<file path="config.mk">
export PLATFORM = sky130hd
export DESIGN_NAME = mem_access_stage
export DESIGN_NICKNAME = d
export VERILOG_FILES = /design/src/rtl/mem_access_stage.sv
export SDC_FILE = /design/constraint.sdc
export NUM_CORES = 1
export LEC_CHECK = 0
export ABC_CLOCK_PERIOD_IN_PS = 3060
export CAP_MARGIN = 5
export CORE_ASPECT_RATIO = 1.4
export CORE_MARGIN = 1.5
export CORE_UTILIZATION = 41
export DETAILED_ROUTE_END_ITERATION = 10
export PLACE_DENSITY = 0.83
export SYNTH_ARGS = -nofsm -noshare
export SYNTH_HDL_FRONTEND = slang
export SYNTH_SLANG_ARGS = --single-unit
</file>
<file path="constraint.sdc">
create_clock -name clock -period 3.06 [get_ports clock]
set_clock_uncertainty 0.1 [all_clocks]
set_input_delay 0.306 -clock clock [delete_from_list [all_inputs] [get_ports clock]]
set_output_delay 0.306 -clock clock [all_outputs]
set_load 0.02 [all_outputs]
</file>
<file path="src/rtl/mem_access_stage.sv">
`timescale 1ns/1ps
// MEM pipeline stage: runs loads/stores over a req/ack data-memory handshake,
// stalls the front of the pipeline while an access is outstanding, and flags bad accesses.
module mem_access_stage #(
    parameter int unsigned DATA_W         = 32,
    parameter int unsigned TIMEOUT_CYCLES = 255
) (
    input  logic              clock,
    input  logic              reset,
    input  logic              MemRead_MEM,
    input  logic              MemWrite_MEM,
    input  logic              RegWrite_MEM,
    input  logic              MemtoReg_MEM,
    input  logic [DATA_W-1:0] Address_MEM,
    input  logic [DATA_W-1:0] WriteData_MEM,
    input  logic [4:0]        rtd_MEM,
    output logic              mem_req,
    output logic              mem_we,
    output logic [DATA_W-1:0] mem_addr,
    output logic [DATA_W-1:0] mem_wdata,
    input  logic [DATA_W-1:0] mem_rdata,
    input  logic              mem_ack,
    output logic              RegWrite_out_MEM,
    output logic              MemtoReg_out_MEM,
    output logic [DATA_W-1:0] ReadData_MEM,
    output logic [DATA_W-1:0] Address_out_MEM,
    output logic [4:0]        rtd_out_MEM,
    output logic              stall_MEM,
    output logic              access_err
);

    typedef enum logic [1:0] {IDLE, WAIT, DONE} state_t;

    localparam logic [7:0] LAST_WAIT = 8'(TIMEOUT_CYCLES - 1);

    state_t            state, next_state;
    logic [7:0]        wait_cnt;
    logic              abort;
    logic [DATA_W-1:0] rdata_cap;
    logic              any_op;
    logic              legal_op;
    logic              timed_out;

    assign any_op    = MemRead_MEM | MemWrite_MEM;
    assign legal_op  = (MemRead_MEM ^ MemWrite_MEM) && (Address_MEM[1:0] == 2'b00);
    // An ack arriving on the final allowed WAIT cycle wins over the timeout.
    assign timed_out = (wait_cnt == LAST_WAIT) && !mem_ack;

    always_ff @(posedge clock or negedge reset) begin
        if (!reset) begin
            state <= IDLE;
        end else begin
            state <= next_state;
        end
    end

    always_comb begin
        next_state = state;
        case (state)
            IDLE:    if (legal_op) next_state = WAIT;
            WAIT:    if (mem_ack || timed_out) next_state = DONE;
            DONE:    next_state = IDLE;
            default: next_state = IDLE;
        endcase
    end

    always_ff @(posedge clock or negedge reset) begin
        if (!reset) begin
            mem_req   <= 1'b0;
            mem_we    <= 1'b0;
            mem_addr  <= '0;
            mem_wdata <= '0;
            rdata_cap <= '0;
            wait_cnt  <= '0;
            abort     <= 1'b0;
        end else begin
            case (state)
                IDLE: begin
                    if (legal_op) begin
                        mem_req   <= 1'b1;
                        mem_we    <= MemWrite_MEM;
                        mem_addr  <= Address_MEM;
                        mem_wdata <= WriteData_MEM;
                        wait_cnt  <= '0;
                        abort     <= 1'b0;
                    end
                end
                WAIT: begin
                    if (mem_ack) begin
                        mem_req   <= 1'b0;
                        rdata_cap <= mem_we ? '0 : mem_rdata;
                    end else if (timed_out) begin
                        mem_req   <= 1'b0;
                        rdata_cap <= '0;
                        abort     <= 1'b1;
                    end else begin
                        wait_cnt  <= wait_cnt + 8'd1;
                    end
                end
                DONE: begin
                    wait_cnt <= '0;
                    abort    <= 1'b0;
                end
                default: ;
            endcase
        end
    end

    assign MemtoReg_out_MEM = MemtoReg_MEM;
    assign Address_out_MEM  = Address_MEM;
    assign rtd_out_MEM      = rtd_MEM;

    always_comb begin
        RegWrite_out_MEM = RegWrite_MEM;
        ReadData_MEM     = '0;
        stall_MEM        = 1'b0;
        access_err       = 1'b0;
        case (state)
            IDLE: begin
                if (any_op) begin
                    RegWrite_out_MEM = 1'b0;
                    stall_MEM        = legal_op;
                    access_err       = !legal_op;
                end
            end
            WAIT: begin
                RegWrite_out_MEM = 1'b0;
                stall_MEM        = 1'b1;
            end
            DONE: begin
                ReadData_MEM     = rdata_cap;
                RegWrite_out_MEM = RegWrite_MEM && !abort;
                access_err       = abort;
            end
            default: ;
        endcase
    end

endmodule

</file>
-- After elaboration in Yosys (flattened, before gate mapping)
Index checks and enable logic that the tools add are counted.
- $add $sub $neg: 1
- muxes and demuxes: 25
- bitwise operators: 2
- equal/unequal tests: 9
- reduce and logical (&&, ||, !) cells: 18
- operators by type and width (operator ; count):
    32-bit two-way mux ; 4
    8-bit two-way mux ; 3
    8-bit case mux with 3 select lines ; 1
    2-bit != test, second input constant ; 5
    1-bit two-way mux ; 9
    8-bit by 1-bit adder with 8-bit output, second input constant ; 1
    8-bit == test, second input constant ; 1
    4-bit AND reduction ; 2
    1-bit case mux with 2 select lines ; 3
    1-bit case mux with 3 select lines ; 2
    2-bit AND reduction ; 3
    2-bit logical NOT ; 2
    2-bit two-way mux ; 2
    2-bit case mux with 2 select lines ; 1
    2-bit nonzero test ; 2
    1-bit logical AND ; 3
    1-bit logical NOT ; 3
    3-bit != test, second input constant ; 1
    3-bit AND reduction ; 1
    3-bit nonzero test ; 1
    2-bit by 1-bit == test with 1-bit output, second input constant ; 1
    2-bit == test, second input constant ; 1
    1-bit logical OR ; 1
    1-bit bitwise OR ; 1
    1-bit XOR ; 1
- input port bits: 108
- word-level logic and storage cells: 63
- output and inout port bits: 139
- register bits: 109

-- Depth between registers and ports, before layout
Gate-level depths: netlist (run 1).
- depth in word-level cells: 5
- gate-level depth with buffers: 8
- gate-level depth less buffers: 6

-- Worst setup path after synthesis (run 1)
Ideal clock, no wire load.
- path type: input -> register
- start: input port MemRead_MEM
- end: register mem_addr[29]
- data required time: 2.835 ns
- path buffers: 2
- data arrival time: 1.607 ns
- stages: 7
- slack: 1.228 ns
- library setup time: 0.125 ns
- cell sequence: inv_1 -> ha_1 -> nor3b_4 -> nand2_1 -> buf_2 -> buf_2 -> mux2_2
- cells in the longest elaborated chain, start to end: 3
- ends and longest elaborated chain (what ; RTL line ; text):
    start: declaration ; 10 ; input logic MemRead_MEM,
    1-bit XOR ; 45 ; assign legal_op = (MemRead_MEM ^ MemWrite_MEM) && (Address_MEM[1:0] == 2'b00);
    1-bit logical AND ; 45 ;
    2-bit AND reduction (no line) ; n/a ;
    end signal: assignment ; 82 ; mem_addr <= Address_MEM;
    end: declaration ; 19 ; output logic [DATA_W-1:0] mem_addr,
Every way passes these cells.
A chain may end at the register's enable or synchronous reset.

-- Worst setup path after layout (run 1)
- start: input port MemWrite_MEM
- end: output port stall_MEM
- cells in the longest elaborated chain, start to end: 4
- elaborated cells on any way between the ends: 5
- classes of those cells: 2 x mux; 2 x bitwise; 1 x reduce/logical
- ends and longest elaborated chain (what ; RTL line ; text):
    start: declaration ; 11 ; input logic MemWrite_MEM,
    1-bit XOR ; 45 ;
    1-bit logical AND ; 45 ;
    1-bit two-way mux (*) ; 120 ; if (any_op) begin
    1-bit case mux with 2 select lines (*) ; 118 ; case (state)
    end: declaration ; 28 ; output logic stall_MEM,
Mark *: on every way between the ends. The rest lies on a longest branch, timed or not.

==> flow_summary.yaml, run 1 <==
status:
  status: "completed"
detailed_routing:
  vias: 3566
  drc_errors: 0
  ant_nets: 0
  first_pass_iters: 6
  wl_per_cell_um: 16.9
  drtIter0Drc: 92
  via_per_inst: 5.02
  drt_wl_total_mm: 12.0
logic_synthesis:
  synth_edf_count: 0
  ys.flop_type: "dfrtp_1"
  synth_nets: 476
  synth_top_area_cell: "dfrtp_1"
  ys_top_cells_by_area: "dfrtp_1 57%, mux2_2 15%, buf_4 6.0%"
  synthMostInstantiatedCell: "dfrtp_1"
  yosysUniqueCellTypes: 38
  ys_seq_area_share_pct: 57.2
  synth_common_cells: "109 x dfrtp_1, 62 x mux2_2, 38 x buf_4"
  yosysTopAreaCellShare_pct: 57.2
  yosys_register_bits: 109
  syn_area_per_cell_um2: 13.1
  synth_warnings: 0
  syn_inst: 365
  syn-cell-area_um2: 4770
  async_flop_share_pct: 100
final_layout:
  drive_above_1_share_pct: 16.4
  nets: 672
  antenna_cells: 0
  post-route-util_pct: 64.1
  syn_to_final_growth_pct: 52.4
power:
  power_frac_seq_pct: 42.3
  combPwrFrac_pct: 35.8
  ir_drop_mv: 0.394
  clockPowerShare_pct: 21.9
  powerDensity_nw_per_um2: 686
  power.share.switching_pct: 30.7
  power.leakage_nw: 3.07
  p_switching_mw: 1.53
  p_int_mw: 3.45
  finalPower_mw: 4.98
die:
  die_w_um: 94.1
  coreArea_um2: 11300
  initial_core_util_pct: 42.0
  die_y_um: 131
  rows: 46
  dieArea_um2: 12300
  io_pins: 247
critical_path:
  startpoint_type: "input port"
  critPathKind: "in2out"
  rr_startpoint: "wait_cnt[0]$_DFFE_PN0P_"
  crit_start: "MemWrite_MEM"
  cp.required_ps: 2650
  crit_arrival_ps: 2200
  endpoint_kind: "output pin"
  path_max_fanout: 5
timing:
  rsz0062_at_grt: "false"
  tightest_slew_ps: 777
  setup_ws_ps: 450
  slew_viol_final: 0
  max_slew_margin_pct: 47.8
  layout_worst_path_cycle_share_pct: 85.3
  clock.fmax_mhz: 383
  tns_ps: 0
  hold_violations: 0
  worst_hold_slack_ps: 387
  period_minus_slack_ps: 2610
  finalSetupViolations: 0
placement:
  routabilityCongestion: 0.842
  dpl_worst_slack_ps: 455
  dpl.hpwl_mm: 8.95
  portBuffers: 234
clock_network:
  clock_path_buffers: 2
  cts_hold_buf: 1
  numCtsBuffers: 9
  clk_pin_slew_ps: 70
  cts.sinks: 109
  h-tree-depth: 3
  cts.repair.resized: 0
  clockRootBuffer: "clkbuf_16"
  cts_tree: "done"
  cts_setup_buffers: 0
  clkLatencyLatePin_ps: 340
hold_path:
  hold_path.class: "in2async"
grt:
  grt_pass1_vias: 3669
  grt_pass1_wl_mm: 18.6
  grt-ovfl-total: 0
  antenna_found_initial: 0
  track_usage_pct: 19.7
  grt_max_degree: 70
flow_run:
  maxCapViolCount: 0
[worst paths after layout]
| path | cells past startpoint | slack [ps] | end |
|---|---|---|---|
| setup / recovery | 7 | 450 | stall_MEM |
| hold / removal | 2 | 390 | mem_addr[29]$_DFFE_PN0P_ |
| setup reg to reg | 7 | 640 | mem_req$_DFFE_PN0P_ |
| hold reg to reg | 1 | 400 | mem_addr[1]$_DFFE_PN0P_ |
| max in group asynchronous | 3 | 1730 | mem_wdata[31]$_DFFE_PN0P_ |
| min in group clock | 1 | 400 | mem_addr[1]$_DFFE_PN0P_ |
[critical path, cell delays in order]
cell	delay (ps)
clkdlybuf4s50_1	460
inv_1	50
ha_1	270
nor3b_4	290
a21oi_1	110
nor2_1	100
clkdlybuf4s50_1	610
[layout by cell type (no fill, tap or decap), types with 4 or more instances in the layout]
master             n
a22o_1            32
and2_1            34
buf_4              7
clkbuf_16          9
clkdlybuf4s50_1  233
dfrtp_1          109
inv_1              8
mux2_2            62
nand2_1            4
nand3_1            5
nor2_1             4
nor3_1             4
o21ai_0            6
o41ai_1            4
[metal layers]
| layer | GRT usage (%) | share of wire, % | vias up |
|---|---|---|---|
| met5 | 0 | 0 | - |
| met4 | 7.20 | 2.1 | 0 |
| met3 | 4.75 | 6.4 | 21 |
| met2 | 35.4 | 53 | 151 |
| met1 | 22.8 | 39 | 1743 |
| li1 | - | - | 1651 |
[cell type report]
| class | instances | area (um2) |
|---|---|---|
| Inverter | 8 | 30.0 |
| Fill cell | 864 | 4080 |
| Multi-Input combinational cell | 191 | 1630 |
| Tap cell | 144 | 180 |
| Timing Repair Buffer | 242 | 2410 |
| Sequential cell | 109 | 2730 |
| Clock buffer | 10 | 239 |
| Clock inverter | 6 | 38.8 |
[metrics by stage]
| step | instances | cell area, um2 |
|---|---|---|
| 5_1_grt | 710 | 7260 |
| 3_5_place_dp | 693 | 6980 |
| 4_1_cts | 710 | 7260 |
| 2_1_floorplan | 365 | 4770 |
| 3_3_place_gp | 693 | 6980 |
| 6_report | 710 | 7260 |
[power by group through the flow]
| stage | combinational [mW] | clock [mW] | sequential (mW) |
|---|---|---|---|
| global placement | 1.76 | 0 | 2.11 |
| global route | 1.90 | 1.18 | 2.17 |
| detailed placement | 1.80 | 0 | 2.14 |
| floorplan | 0.592 | 0 | 2.43 |
| finish | 1.78 | 1.09 | 2.11 |
| CTS | 1.81 | 1.12 | 2.11 |
[flip-flops by register name, summed over array words and instances (netlist names)]
register   cells
rdata_cap     32
mem_req        1
mem_we         1
state          2
mem_wdata     32
wait_cnt       8
mem_addr      32
abort          1
[kinds of logic (layout without fill, tap and decap cells)]
kind of cell    after synthesis  count (layout)  synth area share (%)
buf+inv                      65             266                  8.77
simple gates                 65              65                  8.35
compound gates               61              61                  10.2
mux                          62              62                  14.6
flops                       109             109                  57.2
fa+ha+maj                     3               3                 0.787
No activity file was read; power rests on OpenSTA's default activity.
==> run 2: changes to the inputs <==
Settings changed: ABC_AREA from default to 1, CAP_MARGIN 5 to 20, PLACE_DENSITY 0.83 to 0.81.
==> flow_summary.yaml, run 2 <==
clock_network:
  cts.sinks: 109
  clkLatencyLatePin_ps: 340
  clock_path_buffers: 2
  cts_setup_buffers: 0
  h-tree-depth: 3
  clockRootBuffer: "clkbuf_16"
  cts_tree: "done"
  clk_pin_slew_ps: 70
  numCtsBuffers: 9
final_layout:
  post-route-util_pct: 63.2
  seq_area_um2: 2730
  multi_input_area_um2: 1660
  nets: 889
  fillerInstances: 999
  drive_above_1_share_pct: 5.24
  fin_cells: 929
  final_common_cell: "clkdlybuf4s50_1"
  antenna_cells: 0
  final_cell_mix: "233 x clkdlybuf4s50_1, 162 x nand2_1, 109 x dfrtp_1, 101 x nand3_1, 46 x nor2_1"
  design_area_um2: 7510
  syn_to_final_growth_pct: 49.9
  top_regs: "mem_addr (32), mem_wdata (32), rdata_cap (32)"
logic_synthesis:
  yosys_register_bits: 109
  ys_top_cells_by_area: "dfrtp_1 54%, nand2_1 12%, nand3_1 10%"
  syn_area_per_cell_um2: 8.43
  syn-cell-area_um2: 5010
  ys.flop_type: "dfrtp_1"
  syn_inst: 594
  synth_edf_count: 0
  yosysTopAreaCellShare_pct: 54.5
  ys_seq_area_share_pct: 54.5
  synth_common_cells: "163 x nand2_1, 109 x dfrtp_1, 101 x nand3_1"
  synthMostInstantiatedCell: "nand2_1"
  async_flop_share_pct: 100
  synth_nets: 705
  yosysUniqueCellTypes: 24
  synth_top_area_cell: "dfrtp_1"
  synth_warnings: 0
grt:
  grt-ovfl-total: 0
  track_usage_pct: 22.5
  antenna_found_initial: 0
  grt_pass1_wl_mm: 22.4
  grt_pass1_vias: 4664
  grt_max_degree: 80
timing:
  layout_worst_path_cycle_share_pct: 88.3
  slew_viol_final: 0
  tns_ps: 0
  worst_hold_slack_ps: 262
  setup_ws_ps: 358
  rsz0062_at_grt: "false"
  tightest_slew_ps: 715
  period_minus_slack_ps: 2700
  clock.fmax_mhz: 370
  finalSetupViolations: 0
  max_slew_margin_pct: 52.2
  hold_violations: 0
critical_path:
  path_max_fanout: 21
  rr_endpoint: "rdata_cap[23]$_DFFE_PN0P_"
  rr_startpoint: "wait_cnt[0]$_DFFE_PN0P_"
  cp.required_ps: 2650
  cpPeakStageDelay_ps: 620
  startpoint_type: "flop"
  critPathKind: "reg2out"
  cp_top_family: "buffers and inverters"
  critical_path.slowest_cell: "clkdlybuf4s50_1"
  ff2ff_path_depth: 8
  path_buf_inv: 2
  crit_arrival_ps: 2300
  endpoint_kind: "output pin"
  crit_chain: "nand2_1 > buf_4 > nor2_1 > clkdlybuf4s50_1"
  r2r_setup_slack_ps: 900
detailed_routing:
  ant_nets: 0
  drt_wl_total_mm: 14.5
  via_per_inst: 4.94
  first_pass_iters: 4
  vias: 4591
  drtIter0Drc: 200
  drc_errors: 0
  wl_per_cell_um: 15.6
die:
  dieArea_um2: 12900
  io_pins: 247
  die_w_um: 96.4
  die_y_um: 134
  rows: 47
  initial_core_util_pct: 42.2
  coreArea_um2: 11900
placement:
  dpl_worst_slack_ps: 432
  dpl.cell_count: 912
  dpl.hpwl_mm: 10.6
  placed_cell_area_um2: 7180
  portBuffers: 234
  routabilityCongestion: 0.764
hold_path:
  hold_path.class: "in2async"
power:
  power.leakage_nw: 3.45
  ir_drop_mv: 0.392
  powerDensity_nw_per_um2: 664
  finalPower_mw: 4.99
flow_run:
  maxCapViolCount: 0
status:
  status: "completed"
-- run 2: cell count changes after synthesis, sizes merged, moves of 4 or more --
| cell | previous run | this run |
|---|---|---|
| nand2 | 5 | 163 |
| nand3 | 5 | 101 |
| mux2 | 62 | 0 |
| nor2 | 4 | 50 |
| inv | 8 | 48 |
| and2 | 34 | 0 |
| a22o | 32 | 0 |
| o21ai | 8 | 40 |
| clkbuf | 4 | 22 |
| buf | 53 | 49 |
| o41ai | 4 | 0 |
-- run 2: what timing repair did --
action | CTS | global route
hold buffers | 0 | 1
gates resized for setup | 0 | 0
endpoints found under the hold margin | 0 | 13
-- run 2: metal layers --
| metal | track usage (%) | vias to the layer above | part of all wire [%] |
|---|---|---|---|
| met5 | 0 | - | 0 |
| met4 | 5.15 | 0 | 1.2 |
| met3 | 8.28 | 17 | 10 |
| met2 | 39.7 | 199 | 51 |
| met1 | 25.5 | 2177 | 38 |
| li1 | - | 2198 | - |
-- run 2: layout make-up --
type / count / area share [%]
repair buffers: 244 / 32.8
well taps: 147 / 2.45
inverters: 48 / 2.40
clock inverters: 5 / 0.800
flip-flops and latches: 109 / 36.3
multi-input cells: 366 / 22.2
clock buffers: 10 / 3.05
-- run 2: worst max-delay path by stage --
stage / from / slack, ps / to / cells after the start
final: state[1]$_DFFE_PN0P_ / 360 / ReadData_MEM[4] / 4
after global routing: state[0]$_DFFE_PN0P_ / 240 / ReadData_MEM[5] / 5
after CTS: state[0]$_DFFE_PN0P_ / 360 / ReadData_MEM[4] / 5
after detailed placement: MemWrite_MEM / 430 / stall_MEM / 8
after global placement: MemWrite_MEM / 440 / stall_MEM / 8
after floorplan: MemWrite_MEM / 1380 / stall_MEM / 7
-- run 2: kinds of logic after synthesis --
family,Yosys count,synth area share (%)
fa+ha+maj,3,0.750
xor+xnor,3,0.525
buf+inv,119,12.5
flops,109,54.5
simple gates,316,26.5
compound gates,44,5.30
-- run 2: report_power, final --
part | switching (mW) | internal (mW)
clock | 0.519 | 0.635
combinational | 0.984 | 0.802
sequential | 0.202 | 1.84
-- run 2: worst register-to-register path: stages (launching register included) --
cell	delay, ps
dfrtp_1	420
inv_1	90
ha_1	140
inv_1	40
nor2_1	170
nand2_1	140
a21oi_4	610
buf_4	290
o21ai_2	60
==> run 3: changes to the inputs <==
Settings changed: PLACE_DENSITY 0.81 to 0.91, TNS_END_PERCENT from default to 30.
==> flow_summary.yaml, run 3 (synthesis gave the netlist of run 2 again) <==
die:
  die_y_um: 134
  initial_core_util_pct: 42.2
  die_w_um: 96.4
  dieArea_um2: 12900
  coreArea_um2: 11900
  io_pins: 247
  rows: 47
critical_path:
  r2r_setup_slack_ps: 880
  ff2ff_path_depth: 8
  crit_path_end: "ReadData_MEM[22]"
  crit_arrival_ps: 2180
  critical_path.slowest_cell: "clkdlybuf4s50_1"
  cpPeakStageDelay_ps: 630
  crit_start: "state[0]$_DFFE_PN0P_"
  endpoint_kind: "output pin"
  critPathKind: "reg2out"
  rr_endpoint: "rdata_cap[24]$_DFFE_PN0P_"
  startpoint_type: "flop"
  crit_chain: "inv_1 > nand2_1 > buf_4 > nor2_1 > clkdlybuf4s50_1"
  path_max_fanout: 24
  rr_startpoint: "wait_cnt[0]$_DFFE_PN0P_"
  cp.required_ps: 2650
timing:
  slew_viol_final: 0
  setup_ws_ps: 477
  tns_ps: 0
  max_slew_margin_pct: 53.6
  hold_violations: 0
  rsz0062_at_grt: "false"
  clock.fmax_mhz: 387
  layout_worst_path_cycle_share_pct: 84.4
  worst_hold_slack_ps: 369
  period_minus_slack_ps: 2580
  finalSetupViolations: 0
  tightest_slew_ps: 695
detailed_routing:
  wl_per_cell_um: 14.3
  drt_wl_total_mm: 13.3
  drtIter0Drc: 184
  via_per_inst: 4.86
  vias: 4524
  first_pass_iters: 4
  ant_nets: 0
  drc_errors: 0
grt:
  grt_pass1_vias: 4379
  grt_pass1_wl_mm: 20.9
  grt_max_degree: 64
  antenna_found_initial: 0
  track_usage_pct: 20.7
  grt-ovfl-total: 0
clock_network:
  clock_path_buffers: 2
  clockRootBuffer: "clkbuf_16"
  clkLatencyLatePin_ps: 330
  numCtsBuffers: 9
  h-tree-depth: 3
  cts_tree: "done"
  cts_setup_buffers: 0
  clk_pin_slew_ps: 70
  cts.sinks: 109
final_layout:
  final_cell_mix: "233 x clkdlybuf4s50_1, 162 x nand2_1, 109 x dfrtp_1, 101 x nand3_1, 46 x nor2_1"
  top_regs: "mem_addr (32), mem_wdata (32), rdata_cap (32)"
  fillerInstances: 942
  fin_cells: 930
  syn_to_final_growth_pct: 49.6
  nets: 890
  drive_above_1_share_pct: 5.49
  antenna_cells: 0
  final_common_cell: "clkdlybuf4s50_1"
placement:
  routabilityCongestion: 0.791
  dpl.hpwl_mm: 9.48
  dpl_worst_slack_ps: 665
  dpl.cell_count: 914
  portBuffers: 234
power:
  powerDensity_nw_per_um2: 661
  power.leakage_nw: 3.44
  finalPower_mw: 4.95
  ir_drop_mv: 0.391
status:
  status: "completed"
flow_run:
  maxCapViolCount: 0
hold_path:
  hold_path.class: "reg2reg"
[run 3: changes by cell type in the layout (fill, tap and decap cells not counted)]
cell / change
buf_4: +3
clkbuf_1: -1
buf_12: -1
buf_16: -1
inv_6: -2
clkbuf_8: +1
clkinvlp_4: +2
clkinv_4: +1
clkinv_2: -1
[run 3: routing by layer]
metal / vias to the layer above / global-route usage [%] / share of wire, %
li1: 2205 / - / -
met5: - / 0 / 0
met4: 0 / 7.49 / 2.0
met3: 20 / 5.31 / 7.5
met1: 2123 / 24.0 / 38
met2: 176 / 36.3 / 53
[run 3: where the power goes]
part	leakage, nW	switching [mW]	internal, mW
Sequential	1.39	0.187	1.84
Clock	0.137	0.501	0.654
Combinational	1.92	0.964	0.799
Total	3.44	1.65	3.30
[run 3: what timing repair did]
action,in CTS,in global routing
hold endpoints to repair,51,0
resized for setup,0,0
hold buffers,1,0
[run 3: critical path: cells and delay by family (launching register included)]
| family | cells | cell delay [ps] |
|---|---|---|
| simple gates | 2 | 380 |
| flops | 1 | 410 |
| buf+inv | 3 | 1050 |
[run 3: area by class of cell]
class	instances	area [um2]	share of cell area (%)
Clock buffer	10	239	3.19
Clock inverter	5	61.3	0.818
Inverter	48	180	2.40
Multi-Input combinational cell	366	1660	22.2
Sequential cell	109	2730	36.4
Tap cell	147	184	2.45
Timing Repair Buffer	245	2440	32.5
[run 3: worst min path at each step]
stage,startpoint,end,slack [ps],cells past startpoint
global placement,reset,rdata_cap[3]$_DFFE_PN0P_,290,1
finish,mem_addr[8]$_DFFE_PN0P_,mem_addr[8]$_DFFE_PN0P_,370,2
floorplan,reset,abort$_DFFE_PN0P_,-90,0
CTS,mem_wdata[11]$_DFFE_PN0P_,mem_wdata[11]$_DFFE_PN0P_,370,2
global route,mem_wdata[22]$_DFFE_PN0P_,mem_wdata[22]$_DFFE_PN0P_,390,2
detailed placement,reset,rdata_cap[3]$_DFFE_PN0P_,300,1
[run 3: per-stage QoR]
| step | utilization [%] | cell area (um2) |
|---|---|---|
| CTS | 63.1 | 7490 |
| finish | 63.1 | 7490 |
| detailed placement | 60.5 | 7180 |
| global placement | 60.5 | 7180 |
| floorplan | - | 5010 |
| global route | 63.1 | 7490 |
